===== src/rtl/cec_pkg.sv =====
// Shared CEC definitions for the receiver and CEC_Transmitter.
// Holds the nominal bus timing at 27 MHz, the 17-bit timer type and the
// receiver state encoding.
package cec_pkg;

  localparam int unsigned TIMER_W = 17;
  typedef logic [TIMER_W-1:0] timer_t;

  localparam timer_t START_LOW_MIN = 17'd94_500;   // 3.5 ms
  localparam timer_t START_LOW_MAX = 17'd105_300;  // 3.9 ms
  localparam timer_t START_PER_MIN = 17'd116_100;  // 4.3 ms
  localparam timer_t START_PER_MAX = 17'd126_900;  // 4.7 ms
  localparam timer_t BIT_PER_MIN   = 17'd55_350;   // 2.05 ms
  localparam timer_t BIT_PER_MAX   = 17'd74_250;   // 2.75 ms
  localparam timer_t BIT_LOW_MAX   = 17'd45_900;   // 1.7 ms
  localparam timer_t SAMPLE_TIME   = 17'd28_350;   // 1.05 ms
  localparam timer_t ACK_LOW_TIME  = 17'd40_500;   // 1.5 ms

  typedef enum logic [1:0] {
    IDLE,
    START_LOW,
    START_HIGH,
    BIT
  } rx_state_t;

endpackage


===== src/rtl/cec_receiver_if.sv =====
// CEC receiver signal bundle: pad side (cec_in, cec_send, cec_out),
// configuration (my_addr, tx_active) and the block strobe towards the
// frame logic (data_valid, data_in, data_eom, data_broadcast,
// frame_error, busy).
//   master : the receiver
//   slave  : pad / frame logic side
interface cec_receiver_if;
  logic       cec_in;
  logic [3:0] my_addr;
  logic       tx_active;
  logic       cec_send;
  logic       cec_out;
  logic       data_valid;
  logic [7:0] data_in;
  logic       data_eom;
  logic       data_broadcast;
  logic       frame_error;
  logic       busy;

  modport master (
    input  cec_in, my_addr, tx_active,
    output cec_send, cec_out, data_valid, data_in, data_eom,
           data_broadcast, frame_error, busy
  );

  modport slave (
    output cec_in, my_addr, tx_active,
    input  cec_send, cec_out, data_valid, data_in, data_eom,
           data_broadcast, frame_error, busy
  );
endinterface


===== src/rtl/cec_input_sync.sv =====
// Two-flop synchronizer for the asynchronous CEC pad plus a registered
// edge detector. level_o/fall_o/rise_o are aligned: an edge appears 3
// cycles after the pad changes, together with the new level.
//   clk, rst_n : clock, async active-low reset
//   cec_i      : raw pad level
//   level_o    : synchronized level
//   fall_o     : one-cycle falling-edge pulse
//   rise_o     : one-cycle rising-edge pulse
module cec_input_sync (
  input  logic clk,
  input  logic rst_n,
  input  logic cec_i,
  output logic level_o,
  output logic fall_o,
  output logic rise_o
);
  logic s1_q, s2_q, lvl_q, fall_q, rise_q;

  // Resets to the idle-high bus level so reset release never looks like an edge.
  always_ff @(posedge clk or negedge rst_n) begin
    if (!rst_n) begin
      s1_q   <= 1'b1;
      s2_q   <= 1'b1;
      lvl_q  <= 1'b1;
      fall_q <= 1'b0;
      rise_q <= 1'b0;
    end else begin
      s1_q   <= cec_i;
      s2_q   <= s1_q;
      lvl_q  <= s2_q;
      fall_q <= lvl_q & ~s2_q;
      rise_q <= ~lvl_q & s2_q;
    end
  end

  assign level_o = lvl_q;
  assign fall_o  = fall_q;
  assign rise_o  = rise_q;
endmodule


===== src/rtl/cec_receiver.sv =====
// CEC line receiver. Decodes start bit, 8 data bits, EOM and ACK, drives
// the ACK low pulse for blocks addressed to this device and presents each
// received block as a one-cycle strobe.
//   clk   : 27 MHz clock
//   rst_n : asynchronous active-low reset
//   bus   : cec_receiver_if.master (pad, my_addr, tx_active, block outputs)
module cec_receiver #(
  parameter cec_pkg::timer_t START_LOW_MIN = cec_pkg::START_LOW_MIN,
  parameter cec_pkg::timer_t START_LOW_MAX = cec_pkg::START_LOW_MAX,
  parameter cec_pkg::timer_t START_PER_MIN = cec_pkg::START_PER_MIN,
  parameter cec_pkg::timer_t START_PER_MAX = cec_pkg::START_PER_MAX,
  parameter cec_pkg::timer_t BIT_PER_MIN   = cec_pkg::BIT_PER_MIN,
  parameter cec_pkg::timer_t BIT_PER_MAX   = cec_pkg::BIT_PER_MAX,
  parameter cec_pkg::timer_t BIT_LOW_MAX   = cec_pkg::BIT_LOW_MAX,
  parameter cec_pkg::timer_t SAMPLE_TIME   = cec_pkg::SAMPLE_TIME,
  parameter cec_pkg::timer_t ACK_LOW_TIME  = cec_pkg::ACK_LOW_TIME
) (
  input logic            clk,
  input logic            rst_n,
  cec_receiver_if.master bus
);
  import cec_pkg::timer_t;
  import cec_pkg::rx_state_t;
  import cec_pkg::IDLE;
  import cec_pkg::START_LOW;
  import cec_pkg::START_HIGH;
  import cec_pkg::BIT;

  // Timer is 0 in the cycle after the detected fall, so the drive is
  // released after ACK_LOW_TIME cycles when it reaches this value.
  localparam timer_t ACK_LAST = ACK_LOW_TIME - 1'b1;

  logic level, fall, rise;

  cec_input_sync u_sync (
    .clk    (clk),
    .rst_n  (rst_n),
    .cec_i  (bus.cec_in),
    .level_o(level),
    .fall_o (fall),
    .rise_o (rise)
  );

  rx_state_t  state_q, state_d;
  timer_t     timer_q, timer_d;
  logic [3:0] bit_idx_q, bit_idx_d;
  logic [7:0] shreg_q, shreg_d;
  logic       eom_q, eom_d;
  logic       first_q, first_d;
  logic       addr_q, addr_d;
  logic       bcast_q, bcast_d;
  logic       ack_q, ack_d;
  logic       valid_q, valid_d;
  logic [7:0] dout_q, dout_d;
  logic       deom_q, deom_d;
  logic       dbc_q, dbc_d;
  logic       err_q, err_d;

  always_ff @(posedge clk or negedge rst_n) begin
    if (!rst_n) begin
      state_q   <= IDLE;
      timer_q   <= '0;
      bit_idx_q <= '0;
      shreg_q   <= '0;
      eom_q     <= 1'b0;
      first_q   <= 1'b0;
      addr_q    <= 1'b0;
      bcast_q   <= 1'b0;
      ack_q     <= 1'b0;
      valid_q   <= 1'b0;
      dout_q    <= '0;
      deom_q    <= 1'b0;
      dbc_q     <= 1'b0;
      err_q     <= 1'b0;
    end else begin
      state_q   <= state_d;
      timer_q   <= timer_d;
      bit_idx_q <= bit_idx_d;
      shreg_q   <= shreg_d;
      eom_q     <= eom_d;
      first_q   <= first_d;
      addr_q    <= addr_d;
      bcast_q   <= bcast_d;
      ack_q     <= ack_d;
      valid_q   <= valid_d;
      dout_q    <= dout_d;
      deom_q    <= deom_d;
      dbc_q     <= dbc_d;
      err_q     <= err_d;
    end
  end

  always_comb begin
    state_d   = state_q;
    timer_d   = fall ? '0 : ((timer_q == '1) ? timer_q : timer_q + 1'b1);
    bit_idx_d = bit_idx_q;
    shreg_d   = shreg_q;
    eom_d     = eom_q;
    first_d   = first_q;
    addr_d    = addr_q;
    bcast_d   = bcast_q;
    ack_d     = ack_q;
    valid_d   = 1'b0;
    dout_d    = dout_q;
    deom_d    = deom_q;
    dbc_d     = dbc_q;
    err_d     = 1'b0;

    // The ACK pulse outlives the FSM when EOM=1 returns it to IDLE early.
    if (ack_q && timer_q == ACK_LAST) ack_d = 1'b0;

    unique case (state_q)
      IDLE: begin
        if (fall) state_d = START_LOW;
      end
      START_LOW: begin
        if (rise) begin
          if (timer_q >= START_LOW_MIN && timer_q <= START_LOW_MAX) state_d = START_HIGH;
          else err_d = 1'b1;
        end else if (timer_q > START_LOW_MAX) begin
          err_d = 1'b1;
        end
      end
      START_HIGH: begin
        if (fall) begin
          if (timer_q >= START_PER_MIN && timer_q <= START_PER_MAX) begin
            state_d   = BIT;
            bit_idx_d = '0;
            first_d   = 1'b1;
          end else begin
            err_d = 1'b1;
          end
        end else if (timer_q > START_PER_MAX) begin
          err_d = 1'b1;
        end
      end
      BIT: begin
        // Edge is checked before the sample point so a runt bit errors out.
        if (fall) begin
          if (timer_q < BIT_PER_MIN || timer_q > BIT_PER_MAX) err_d = 1'b1;
          else if (bit_idx_q == 4'd9 && addr_q && !bcast_q) ack_d = 1'b1;
        end else if (timer_q > BIT_PER_MAX) begin
          err_d = 1'b1;
        end else if (!level && !ack_q && timer_q > BIT_LOW_MAX) begin
          err_d = 1'b1;
        end else if (timer_q == SAMPLE_TIME) begin
          if (bit_idx_q < 4'd8) begin
            shreg_d   = {shreg_q[6:0], level};
            bit_idx_d = bit_idx_q + 4'd1;
          end else if (bit_idx_q == 4'd8) begin
            eom_d     = level;
            bit_idx_d = 4'd9;
            // Header destination is known here, in time to decide the ACK.
            if (first_q) begin
              bcast_d = (shreg_q[3:0] == 4'hF);
              addr_d  = (shreg_q[3:0] == bus.my_addr);
            end
          end else begin
            if (addr_q || bcast_q) begin
              valid_d = 1'b1;
              dout_d  = shreg_q;
              deom_d  = eom_q;
              dbc_d   = bcast_q;
            end
            first_d   = 1'b0;
            bit_idx_d = '0;
            if (eom_q) state_d = IDLE;
          end
        end
      end
    endcase

    if (err_d) begin
      state_d = IDLE;
      ack_d   = 1'b0;
    end

    if (bus.tx_active) begin
      state_d = IDLE;
      err_d   = 1'b0;
      valid_d = 1'b0;
      ack_d   = 1'b0;
    end
  end

  assign bus.cec_send       = ack_q;
  assign bus.cec_out        = ~ack_q;
  assign bus.data_valid     = valid_q;
  assign bus.data_in        = dout_q;
  assign bus.data_eom       = deom_q;
  assign bus.data_broadcast = dbc_q;
  assign bus.frame_error    = err_q;
  assign bus.busy           = (state_q != IDLE);
endmodule


===== src/flat_wrapper.sv =====
// flat-port wrapper written by rule: the top's interface ports become plain ports
module cec_receiver_flat import cec_pkg::timer_t; import cec_pkg::rx_state_t; import cec_pkg::IDLE; import cec_pkg::START_LOW; import cec_pkg::START_HIGH; import cec_pkg::BIT;
#(
  parameter cec_pkg::timer_t START_LOW_MIN = cec_pkg::START_LOW_MIN,
  parameter cec_pkg::timer_t START_LOW_MAX = cec_pkg::START_LOW_MAX,
  parameter cec_pkg::timer_t START_PER_MIN = cec_pkg::START_PER_MIN,
  parameter cec_pkg::timer_t START_PER_MAX = cec_pkg::START_PER_MAX,
  parameter cec_pkg::timer_t BIT_PER_MIN   = cec_pkg::BIT_PER_MIN,
  parameter cec_pkg::timer_t BIT_PER_MAX   = cec_pkg::BIT_PER_MAX,
  parameter cec_pkg::timer_t BIT_LOW_MAX   = cec_pkg::BIT_LOW_MAX,
  parameter cec_pkg::timer_t SAMPLE_TIME   = cec_pkg::SAMPLE_TIME,
  parameter cec_pkg::timer_t ACK_LOW_TIME  = cec_pkg::ACK_LOW_TIME
)
  (clk, rst_n, bus_cec_in, bus_my_addr, bus_tx_active, bus_cec_send, bus_cec_out, bus_data_valid, bus_data_in, bus_data_eom, bus_data_broadcast, bus_frame_error, bus_busy);
  cec_receiver_if bus_i ();
  input logic clk;
  input logic rst_n;
  input wire logic [$bits(bus_i.cec_in)-1:0] bus_cec_in;
  input wire logic [$bits(bus_i.my_addr)-1:0] bus_my_addr;
  input wire logic [$bits(bus_i.tx_active)-1:0] bus_tx_active;
  output wire logic [$bits(bus_i.cec_send)-1:0] bus_cec_send;
  output wire logic [$bits(bus_i.cec_out)-1:0] bus_cec_out;
  output wire logic [$bits(bus_i.data_valid)-1:0] bus_data_valid;
  output wire logic [$bits(bus_i.data_in)-1:0] bus_data_in;
  output wire logic [$bits(bus_i.data_eom)-1:0] bus_data_eom;
  output wire logic [$bits(bus_i.data_broadcast)-1:0] bus_data_broadcast;
  output wire logic [$bits(bus_i.frame_error)-1:0] bus_frame_error;
  output wire logic [$bits(bus_i.busy)-1:0] bus_busy;
  assign bus_i.cec_in = bus_cec_in;
  assign bus_i.my_addr = bus_my_addr;
  assign bus_i.tx_active = bus_tx_active;
  assign bus_cec_send = bus_i.cec_send;
  assign bus_cec_out = bus_i.cec_out;
  assign bus_data_valid = bus_i.data_valid;
  assign bus_data_in = bus_i.data_in;
  assign bus_data_eom = bus_i.data_eom;
  assign bus_data_broadcast = bus_i.data_broadcast;
  assign bus_frame_error = bus_i.frame_error;
  assign bus_busy = bus_i.busy;
  cec_receiver #(.START_LOW_MIN(START_LOW_MIN), .START_LOW_MAX(START_LOW_MAX), .START_PER_MIN(START_PER_MIN), .START_PER_MAX(START_PER_MAX), .BIT_PER_MIN(BIT_PER_MIN), .BIT_PER_MAX(BIT_PER_MAX), .BIT_LOW_MAX(BIT_LOW_MAX), .SAMPLE_TIME(SAMPLE_TIME), .ACK_LOW_TIME(ACK_LOW_TIME)) u_core (.clk(clk), .rst_n(rst_n), .bus(bus_i));
endmodule

===== config.mk =====
export PLATFORM = sky130hd
export DESIGN_NAME = cec_receiver_flat
export DESIGN_NICKNAME = d
export VERILOG_FILES = /design/src/rtl/cec_pkg.sv /design/src/rtl/cec_receiver_if.sv /design/src/rtl/cec_input_sync.sv /design/src/rtl/cec_receiver.sv /design/src/flat_wrapper.sv
export SDC_FILE = /design/constraint.sdc
export NUM_CORES = 1
export LEC_CHECK = 0
export BUFFER_PORTS_ARGS = -buffer_cell sky130_fd_sc_hd__buf_2
export CORE_ASPECT_RATIO = 1.25
export CORE_MARGIN = 5
export CORE_UTILIZATION = 60
export DETAILED_ROUTE_END_ITERATION = 16
export PLACE_DENSITY_LB_ADDON = 0.1
export SYNTH_ARGS = -nofsm -noshare
export SYNTH_HDL_FRONTEND = slang
export SYNTH_SLANG_ARGS = --single-unit
export TNS_END_PERCENT = 100

===== constraint.sdc =====
create_clock -name clk -period 3 [get_ports clk]
set_clock_uncertainty 0.05 [all_clocks]
set_input_delay 0.6 -clock clk [delete_from_list [all_inputs] [get_ports clk]]
set_output_delay 0.6 -clock clk [all_outputs]
set_load 0.02 [all_outputs]

==> results of run 1 <==
-- worst min path at each step --
| stage | from | endpoint | slack, ns | depth (start not counted) |
|---|---|---|---|---|
| floorplan | rst_n | u_core.addr_q | 0.25 | 0 |
| global placement | u_core.u_sync.s1_q | u_core.u_sync.s2_q | 0.30 | 0 |
| detailed placement | u_core.u_sync.s1_q | u_core.u_sync.s2_q | 0.31 | 0 |
| CTS | rst_n | u_core.bus.data_in[7] | 0.23 | 1 |
| global route | rst_n | u_core.bus.data_in[5] | 0.25 | 1 |
| finish | rst_n | u_core.timer_q[14] | 0.22 | 1 |
-- state kept, by name, indices dropped and copies added (netlist names), 2 cells and up --
register            cells
u_core.bit_idx_q        4
u_core.state_q          2
u_core.shreg_q          8
u_core.timer_q         17
u_core.bus.data_in      8
-- cells by family after synthesis --
| family | share of synthesized area |
|---|---|
| multiplexers | 0.0732 |
| adder cells (fa/ha/maj) | 0.0472 |
| flip-flops | 0.418 |
| buffers and inverters | 0.0464 |
| XOR/XNOR | 0.0468 |
| AO/OA/AOI/OAI | 0.130 |
| AND/OR/NAND/NOR | 0.238 |
-- routing by layer --
layer / part of all wire / global-route usage
met1: 0.41 / 0.319
met2: 0.51 / 0.422
met3: 0.050 / 0.0354
met4: 0.030 / 0.0846
met5: 0 / 0
-- power groups by stage --
stage / registers, mW / clock network (mW) / logic (mW)
final: 0.816 / 0.430 / 0.340
after global routing: 0.820 / 0.473 / 0.376
after CTS: 0.812 / 0.447 / 0.340
after detailed placement: 0.825 / 0 / 0.339
after global placement: 0.825 / 0 / 0.325
after floorplan: 0.798 / 0 / 0.245
-- Yosys cell counts, drive strengths merged (5+ instances only) --
library cell  number  share of area
nand3             10          0.017
ha                12          0.047
nor2b              7          0.014
and2               5         0.0098
a21oi              7          0.011
clkbuf            18          0.021
nor3              11          0.017
nor3b              5          0.012
xor2              14          0.039
nand2             26          0.031
o21ai             16          0.025
inv               17          0.020
mux2              18          0.064
a2111oi            5          0.016
dfrtp             50           0.39
nor4               5         0.0098
nand4             16          0.031
nor2              31          0.037
o31ai              5          0.012
-- final cells by class --
| class | count | share of cell area |
|---|---|---|
| clock inverter | 3 | 0.00749 |
| clock buffer | 5 | 0.0196 |
| timing repair buffer | 39 | 0.0678 |
| tap | 62 | 0.0221 |
| sequential | 53 | 0.379 |
| inverter | 17 | 0.0182 |
| multi-input combinational | 249 | 0.485 |
==> results_dict.tcl, run 1 <==
set metrics [dict create \
    synth_cells 341 \
    fmax_ghz 0.358 \
    start_util 0.621 \
    cts_tree "done" \
    cts_max_path_buffers 2 \
    layout_setup_ws_ns 0.209 \
    postCtsResizedCells 0 \
    final_common_cell "dfrtp_1" \
    worstSetupStartpointType "register" \
    ioPinCount 23 \
    drv_slew 0 \
    p_seq_frac 0.514 \
    synth_cell_type_count 55 \
    critPathCaptureType "register" \
    leakage_nw 1.58 \
    antenna_found_initial 0 \
    clk-insertion-delay-late_ns 0.31 \
    critical-path-top-delay-family "simple AND/OR/NAND/NOR gates" \
    finalPower_mw 1.59 \
    io_buffers 22 \
    viasPerCell 6.25 \
    cp.depth 7 \
    placedCellCount 420 \
    cp.arrival_ns 2.94 \
    wl_um 7940 \
    drc 0 \
    layout_common_cells "dfrtp_1 (49), nor2_1 (31), nand2_1 (26)" \
    switching_share 0.326 \
    dpl_cell_area_sq_um 3410 \
    crit_path_top_delay_cell "or4_1" \
    path_common_cell "or4_1" \
    seqCellArea_sq_um 1330 \
    place_congestion 0.924 \
    die_h_um 91.4 \
    cp_num_buf_inv 0 \
    postLayoutCellArea_sq_um 3510 \
    path_clk_slew_ns 0.11 \
    path_class "reg -> reg" \
    switchingPower_mw 0.517 \
    multi_input_area_sq_um 1700 \
    post_drt_wl_per_cell_um 18.5 \
    syn-num-nets 361 \
    finish.utilization 0.686 \
    synthFlopType "dfrtp_1" \
    rrSetupSlack_ns 0.21 \
    postCtsSetupBuffers 0 \
    status "completed" \
    report.final.hold_viol_count 0 \
    area_growth_pct 10.4 \
    peakVddDrop_mv 0.300 \
    slew_headroom 0.567 \
    instances_no_fill 428 \
    dpl_worst_slack_ns 0.264 \
    vias 2675 \
    final_layout_size_suffix_gt1_frac 0.194 \
    htreeDepth 2 \
    core_sq_um 5120 \
    grt_pass1_vias 2660 \
    setup_viol 0 \
    drt_iter0_markers 288 \
    synth_warnings 0 \
    cts_buffers 5 \
    num_antenna_cells 0 \
    cts-root-buf "clkbuf_8" \
    final_nets 385 \
    num_rows 29 \
    syn_area_sq_um 3180 \
    worst_pin_slew_ns 0.643 \
    fin_crit_ns 2.79 \
    pwr-share-clk 0.271 \
    path_cells "or4_1, or4_1, or3_1, nand3_2, nor3b_1, o41a_1, o311ai_1" \
    whs_ns 0.219 \
    r2r-start "u_core.timer_q[0]" \
    synth_edf_count 0 \
    rsz0062_at_grt "no" \
    grt_usage 0.250 \
    cap_violations 0 \
    hp-class "in -> async" \
    rr_worst_depth 7 \
    min_period_over_period 0.930 \
    required_ns 3.15 \
    internal_power_mw 1.07 \
    die_w_um 75.1 \
    critPathMaxStageDelay_ns 0.51 \
    tns_ns 0 \
    holdBufCountCts 0 \
    syn_area_per_cell_sq_um 9.32 \
    grt_pass1_wl_um 13400 \
    r2r-end "u_core.state_q[1]" \
    ys_seq_area_frac 0.418 \
    grt_overflow 0 \
    setup.worst_path.start "u_core.timer_q[0]" \
    clkSinkCount 53 \
    cp_max_fo 4 \
    fillers 392 \
    crit_end "u_core.state_q[1]" \
    grt_max_degree 28 \
    yosys_register_bits 53 \
    power_frac_comb 0.214 \
    drt-pass1-iter-count 6 \
    async_flop_share 1.00 \
    ant_nets 0 \
    p_per_area_nw_per_um2 452 \
    dieArea_sq_um 6860 \
    dpl.hpwl_um 5890 \
]
Note: power is estimated with default switching activity, not from simulation.
==> run 2, diff against run 1 <==
--- a/config.mk
+++ b/config.mk
@@ -8,7 +8,7 @@
 export BUFFER_PORTS_ARGS = -buffer_cell sky130_fd_sc_hd__buf_2
 export CORE_ASPECT_RATIO = 1.25
 export CORE_MARGIN = 5
-export CORE_UTILIZATION = 60
+export CORE_UTILIZATION = 38
 export DETAILED_ROUTE_END_ITERATION = 16
 export PLACE_DENSITY_LB_ADDON = 0.1
 export SYNTH_ARGS = -nofsm -noshare
==> constraint.sdc (replaced) <==
create_clock -name clk -period 3 [get_ports clk]
set_clock_uncertainty 0.05 [all_clocks]
set_input_delay 0.6 -clock clk [delete_from_list [all_inputs] [get_ports clk]]
set_output_delay 0.6 -clock clk [all_outputs]
set_load 0.1 [all_outputs]
==> results_dict.tcl, run 2 (synthesized netlist as in run 1, its figures left out) <==
set metrics [dict create \
    ioPinCount 23 \
    report.final.hold_viol_count 0 \
    final_nets 396 \
    grt_overflow 0 \
    multi_input_area_sq_um 1700 \
    rr_worst_depth 7 \
    holdBufCountCts 0 \
    cp.depth 7 \
    final_layout_size_suffix_gt1_frac 0.215 \
    layout_common_cells "dfrtp_1 (50), nor2_1 (31), buf_4 (28)" \
    gr-max-usage-layer "met2" \
    cp_max_fo 4 \
    peakVddDrop_mv 0.196 \
    dpl_worst_slack_ns 0.247 \
    r2r-end "u_core.state_q[0]" \
    area_growth_pct 14.3 \
    viasPerCell 5.62 \
    cts_buffers 5 \
    min_period_over_period 0.920 \
    path_common_cell "or4_1" \
    grt_max_degree 25 \
    start_util 0.388 \
    critPathCaptureType "register" \
    p_per_area_nw_per_um2 452 \
    die_w_um 91.8 \
    fillers 847 \
    wl_um 8320 \
    postCtsResizedCells 0 \
    instances_no_fill 474 \
    rsz0062_at_grt "no" \
    drt_iter0_markers 108 \
    cts_max_path_buffers 2 \
    critical-path-top-delay-family "simple AND/OR/NAND/NOR gates" \
    num_rows 37 \
    setup_viol 0 \
    grt_usage 0.168 \
    grt_pass1_vias 2684 \
    place_congestion 0.917 \
    core_sq_um 8190 \
    worst_pin_slew_ns 0.492 \
    ant_nets 0 \
    worstSetupStartpointType "register" \
    io_buffers 22 \
    grt_pass1_wl_um 13800 \
    status "completed" \
    critPathMaxStageDelay_ns 0.51 \
    dpl_cell_area_sq_um 3540 \
    leakage_nw 1.64 \
    rrSetupSlack_ns 0.24 \
    drt-pass1-iter-count 4 \
    dieArea_sq_um 10300 \
    clk-insertion-delay-late_ns 0.32 \
    cts-root-buf "clkbuf_8" \
    largest_register_ffs 17 \
    die_h_um 112 \
    final_common_cell "dfrtp_1" \
    r2r-start "u_core.timer_q[4]" \
    top_register "u_core.timer_q" \
    post_drt_wl_per_cell_um 17.6 \
    drc 0 \
    cp.arrival_ns 2.93 \
    setup.worst_path.start "u_core.timer_q[4]" \
    path_clk_slew_ns 0.11 \
    cap_violations 0 \
    postCtsSetupBuffers 0 \
    cts_tree "done" \
    hp-class "in -> async" \
    num_antenna_cells 0 \
    vias 2666 \
    required_ns 3.17 \
    tns_ns 0 \
    placedCellCount 466 \
    layout_setup_ws_ns 0.240 \
    use_met2 0.304 \
    antenna_found_initial 0 \
    postLayoutCellArea_sq_um 3630 \
    path_cells "or4_1, or4_1, or3_1, nand3_2, nor3b_1, o41a_1, a2111oi_2" \
    fin_crit_ns 2.76 \
    seqCellArea_sq_um 1330 \
    fmax_ghz 0.362 \
    dpl.hpwl_um 6420 \
    cp_num_buf_inv 0 \
    met1_usage 0.202 \
    htreeDepth 2 \
    clkSinkCount 53 \
    crit_path_top_delay_cell "o41a_1" \
    path_class "reg -> reg" \
    drv_slew 0 \
    slew_headroom 0.663 \
    met3_usage 0.0241 \
]
==> run 2: worst max path at each step <==
stage	endpoint	slack, ns
2_1_floorplan	u_core.state_q[0]	0.33
3_3_place_gp	u_core.state_q[0]	0.29
3_5_place_dp	u_core.state_q[0]	0.25
4_1_cts	u_core.state_q[0]	0.24
5_1_grt	u_core.state_q[0]	0.13
6_report	u_core.state_q[0]	0.24
==> run 2: final cells by class <==
class | count | share of cell area
Clock buffer | 5 | 0.0189
Clock inverter | 3 | 0.00792
Inverter | 17 | 0.0176
Multi-Input combinational cell | 249 | 0.468
Sequential cell | 53 | 0.366
Tap cell | 97 | 0.0334
Timing Repair Buffer | 50 | 0.0881
==> run 2: power by group <==
part / leakage (nW) / internal (mW) / switching, mW
sequential: 0.719 / 0.754 / 0.0545
combinational: 0.867 / 0.140 / 0.241
clock: 0.0511 / 0.177 / 0.275
==> run 2: stage by stage <==
stage,hold slack [ns],power (mW),util
2_1_floorplan,0.254,1.09,-
3_3_place_gp,0.297,1.21,0.432
3_5_place_dp,0.297,1.21,0.432
4_1_cts,0.110,1.67,0.444
5_1_grt,0.133,1.74,0.444
6_report,0.112,1.64,0.444
==> run 2: per-layer routing <==
metal	vias to the layer above	routed length, um	part of all wire
met3	16	330	0.040
met5	-	0	0
met4	0	211	0.025
li1	1303	-	-
met1	1277	3480	0.42
met2	70	4300	0.52
==> run 2: worst register-to-register path: stages (launching register included) <==
cell and delay, ns:
dfrtp_1 0.41, or4_1 0.50, or4_1 0.39, or3_1 0.33, nand3_2 0.11, nor3b_1 0.06, o41a_1 0.51, a2111oi_2 0.31
==> run 3, diff against run 2 <==
--- a/config.mk
+++ b/config.mk
@@ -10,7 +10,7 @@
 export CORE_MARGIN = 5
 export CORE_UTILIZATION = 38
 export DETAILED_ROUTE_END_ITERATION = 16
-export PLACE_DENSITY_LB_ADDON = 0.1
+export PLACE_DENSITY_LB_ADDON = 0.08
 export SYNTH_ARGS = -nofsm -noshare
 export SYNTH_HDL_FRONTEND = slang
 export SYNTH_SLANG_ARGS = --single-unit
==> constraint.sdc (replaced) <==
create_clock -name clk -period 3 [get_ports clk]
set_clock_uncertainty 0.05 [all_clocks]
set_input_delay 0.3 -clock clk [delete_from_list [all_inputs] [get_ports clk]]
set_output_delay 0.3 -clock clk [all_outputs]
set_load 0.1 [all_outputs]
==> results_dict.tcl, run 3 (synthesized netlist as in run 1, its figures left out) <==
set metrics [dict create \
    cp_max_fo 4 \
    fmax_ghz 0.356 \
    crit_path_top_delay_cell "or4_1" \
    placedCellCount 463 \
    finish.utilization 0.442 \
    cp.arrival_ns 2.97 \
    drv_slew 0 \
    wl_um 8700 \
    io_buffers 22 \
    p_seq_frac 0.497 \
    report.final.hold_viol_count 0 \
    power_frac_comb 0.235 \
    place_congestion 0.900 \
    worst_pin_slew_ns 0.691 \
    drt_iter0_markers 122 \
    htreeDepth 2 \
    worstSetupStartpointType "register" \
    status "completed" \
    path_class "reg -> reg" \
    critPathMaxStageDelay_ns 0.51 \
    instances_no_fill 472 \
    r2r-end "u_core.state_q[0]" \
    drt-pass1-iter-count 4 \
    cts_tree "done" \
    internal_power_mw 1.07 \
    post_drt_wl_per_cell_um 18.4 \
    switching_share 0.352 \
    top_register "u_core.timer_q" \
    cts-root-buf "clkbuf_8" \
    start_util 0.388 \
    largest_register_ffs 17 \
    grt_pass1_vias 2741 \
    ioPinCount 23 \
    path_clk_slew_ns 0.11 \
    dieArea_sq_um 10300 \
    required_ns 3.16 \
    rsz0062_at_grt "no" \
    pwr-share-clk 0.269 \
    num_antenna_cells 0 \
    vias 2646 \
    rrSetupSlack_ns 0.19 \
    grt_overflow 0 \
    min_period_over_period 0.936 \
    path_cells "or4_1, or4_1, or3_1, nand3_2, nor3b_1, o41a_1, a2111oi_2" \
    dpl.hpwl_um 6430 \
    grt_usage 0.178 \
    clk-insertion-delay-late_ns 0.32 \
    fillers 839 \
    fin_crit_ns 2.81 \
    antenna_found_initial 0 \
    final_layout_size_suffix_gt1_frac 0.208 \
    num_rows 37 \
    final_common_cell "dfrtp_1" \
    dpl_cell_area_sq_um 3510 \
    tns_ns 0 \
    p_per_area_nw_per_um2 455 \
    area_growth_pct 13.8 \
    core_sq_um 8190 \
    cts_buffers 5 \
    path_common_cell "or4_1" \
    hp-class "in -> async" \
    postLayoutCellArea_sq_um 3620 \
    leakage_nw 1.62 \
    critPathCaptureType "register" \
    cts_max_path_buffers 2 \
    setup_viol 0 \
    switchingPower_mw 0.578 \
    layout_common_cells "dfrtp_1 (50), nor2_1 (31), nand2_1 (26)" \
    grt_pass1_wl_um 14500 \
    die_w_um 91.8 \
    cap_violations 0 \
    final_nets 394 \
    drc 0 \
    slew_headroom 0.540 \
    ant_nets 0 \
    grt_max_degree 54 \
    die_h_um 112 \
    viasPerCell 5.61 \
    clkSinkCount 53 \
    peakVddDrop_mv 0.182 \
    r2r-start "u_core.timer_q[0]" \
    rr_worst_depth 7 \
]
run 3: layer usage:
metal  part of all wire  global-route usage  wire (um)  vias to the layer above
met5                  0                   0          0                        -
met4              0.020              0.0535        174                        0
met3              0.030              0.0295        265                       12
met2               0.53               0.320       4650                       45
met1               0.42               0.218       3610                     1300
li1                   -                   -          -                     1289
run 3: how the worst max path moves through the flow:
stage	startpoint	endpoint	slack [ns]	cells after the start
after floorplan	u_core.timer_q[0]	u_core.state_q[0]	0.33	7
after global placement	u_core.timer_q[11]	u_core.timer_q[11]	0.21	10
after detailed placement	u_core.timer_q[0]	u_core.state_q[0]	0.22	7
after CTS	u_core.timer_q[0]	u_core.state_q[0]	0.19	7
after global routing	u_core.timer_q[0]	u_core.state_q[0]	0.09	7
final	u_core.timer_q[0]	u_core.state_q[0]	0.19	7
run 3: repair_timing:
action,in CTS,in global routing
setup buffers,0,0
gates resized for setup,0,0
hold buffers,0,1
endpoints found under the hold margin,0,1
run 3: area by class of cell:
cell class | count | area [sq um] | share of cell area
clock inverters | 3 | 25.0 | 0.00692
flip-flops and latches | 53 | 1330 | 0.368
multi-input cells | 249 | 1700 | 0.470
clock buffers | 5 | 68.8 | 0.0190
repair buffers | 48 | 308 | 0.0851
well taps | 97 | 121 | 0.0335
inverters | 17 | 63.8 | 0.0176
run 3: worst max-delay path, delay by kind of cell, from the launching register on:
family	cells	cell delay, ns
AND/OR/NAND/NOR	5	1.43
AO/OA/AOI/OAI	2	0.85
flip-flops	1	0.39
run 3: through the flow:
step | worst slack, ns | hold slack (ns) | power [mW]
4_1_cts | 0.188 | 0.00828 | 1.67
2_1_floorplan | 0.326 | -0.0456 | 1.09
5_1_grt | 0.0894 | 0.104 | 1.76
6_report | 0.192 | 0.0440 | 1.65
3_3_place_gp | 0.214 | 0.307 | 1.21
3_5_place_dp | 0.219 | 0.297 | 1.22
run 3: power groups by stage:
stage / sequential [mW] / combinational, mW / clock [mW]
finish: 0.817 / 0.386 / 0.442
global placement: 0.829 / 0.386 / 0
CTS: 0.817 / 0.390 / 0.467
global route: 0.827 / 0.429 / 0.503
detailed placement: 0.830 / 0.389 / 0
floorplan: 0.804 / 0.285 / 0
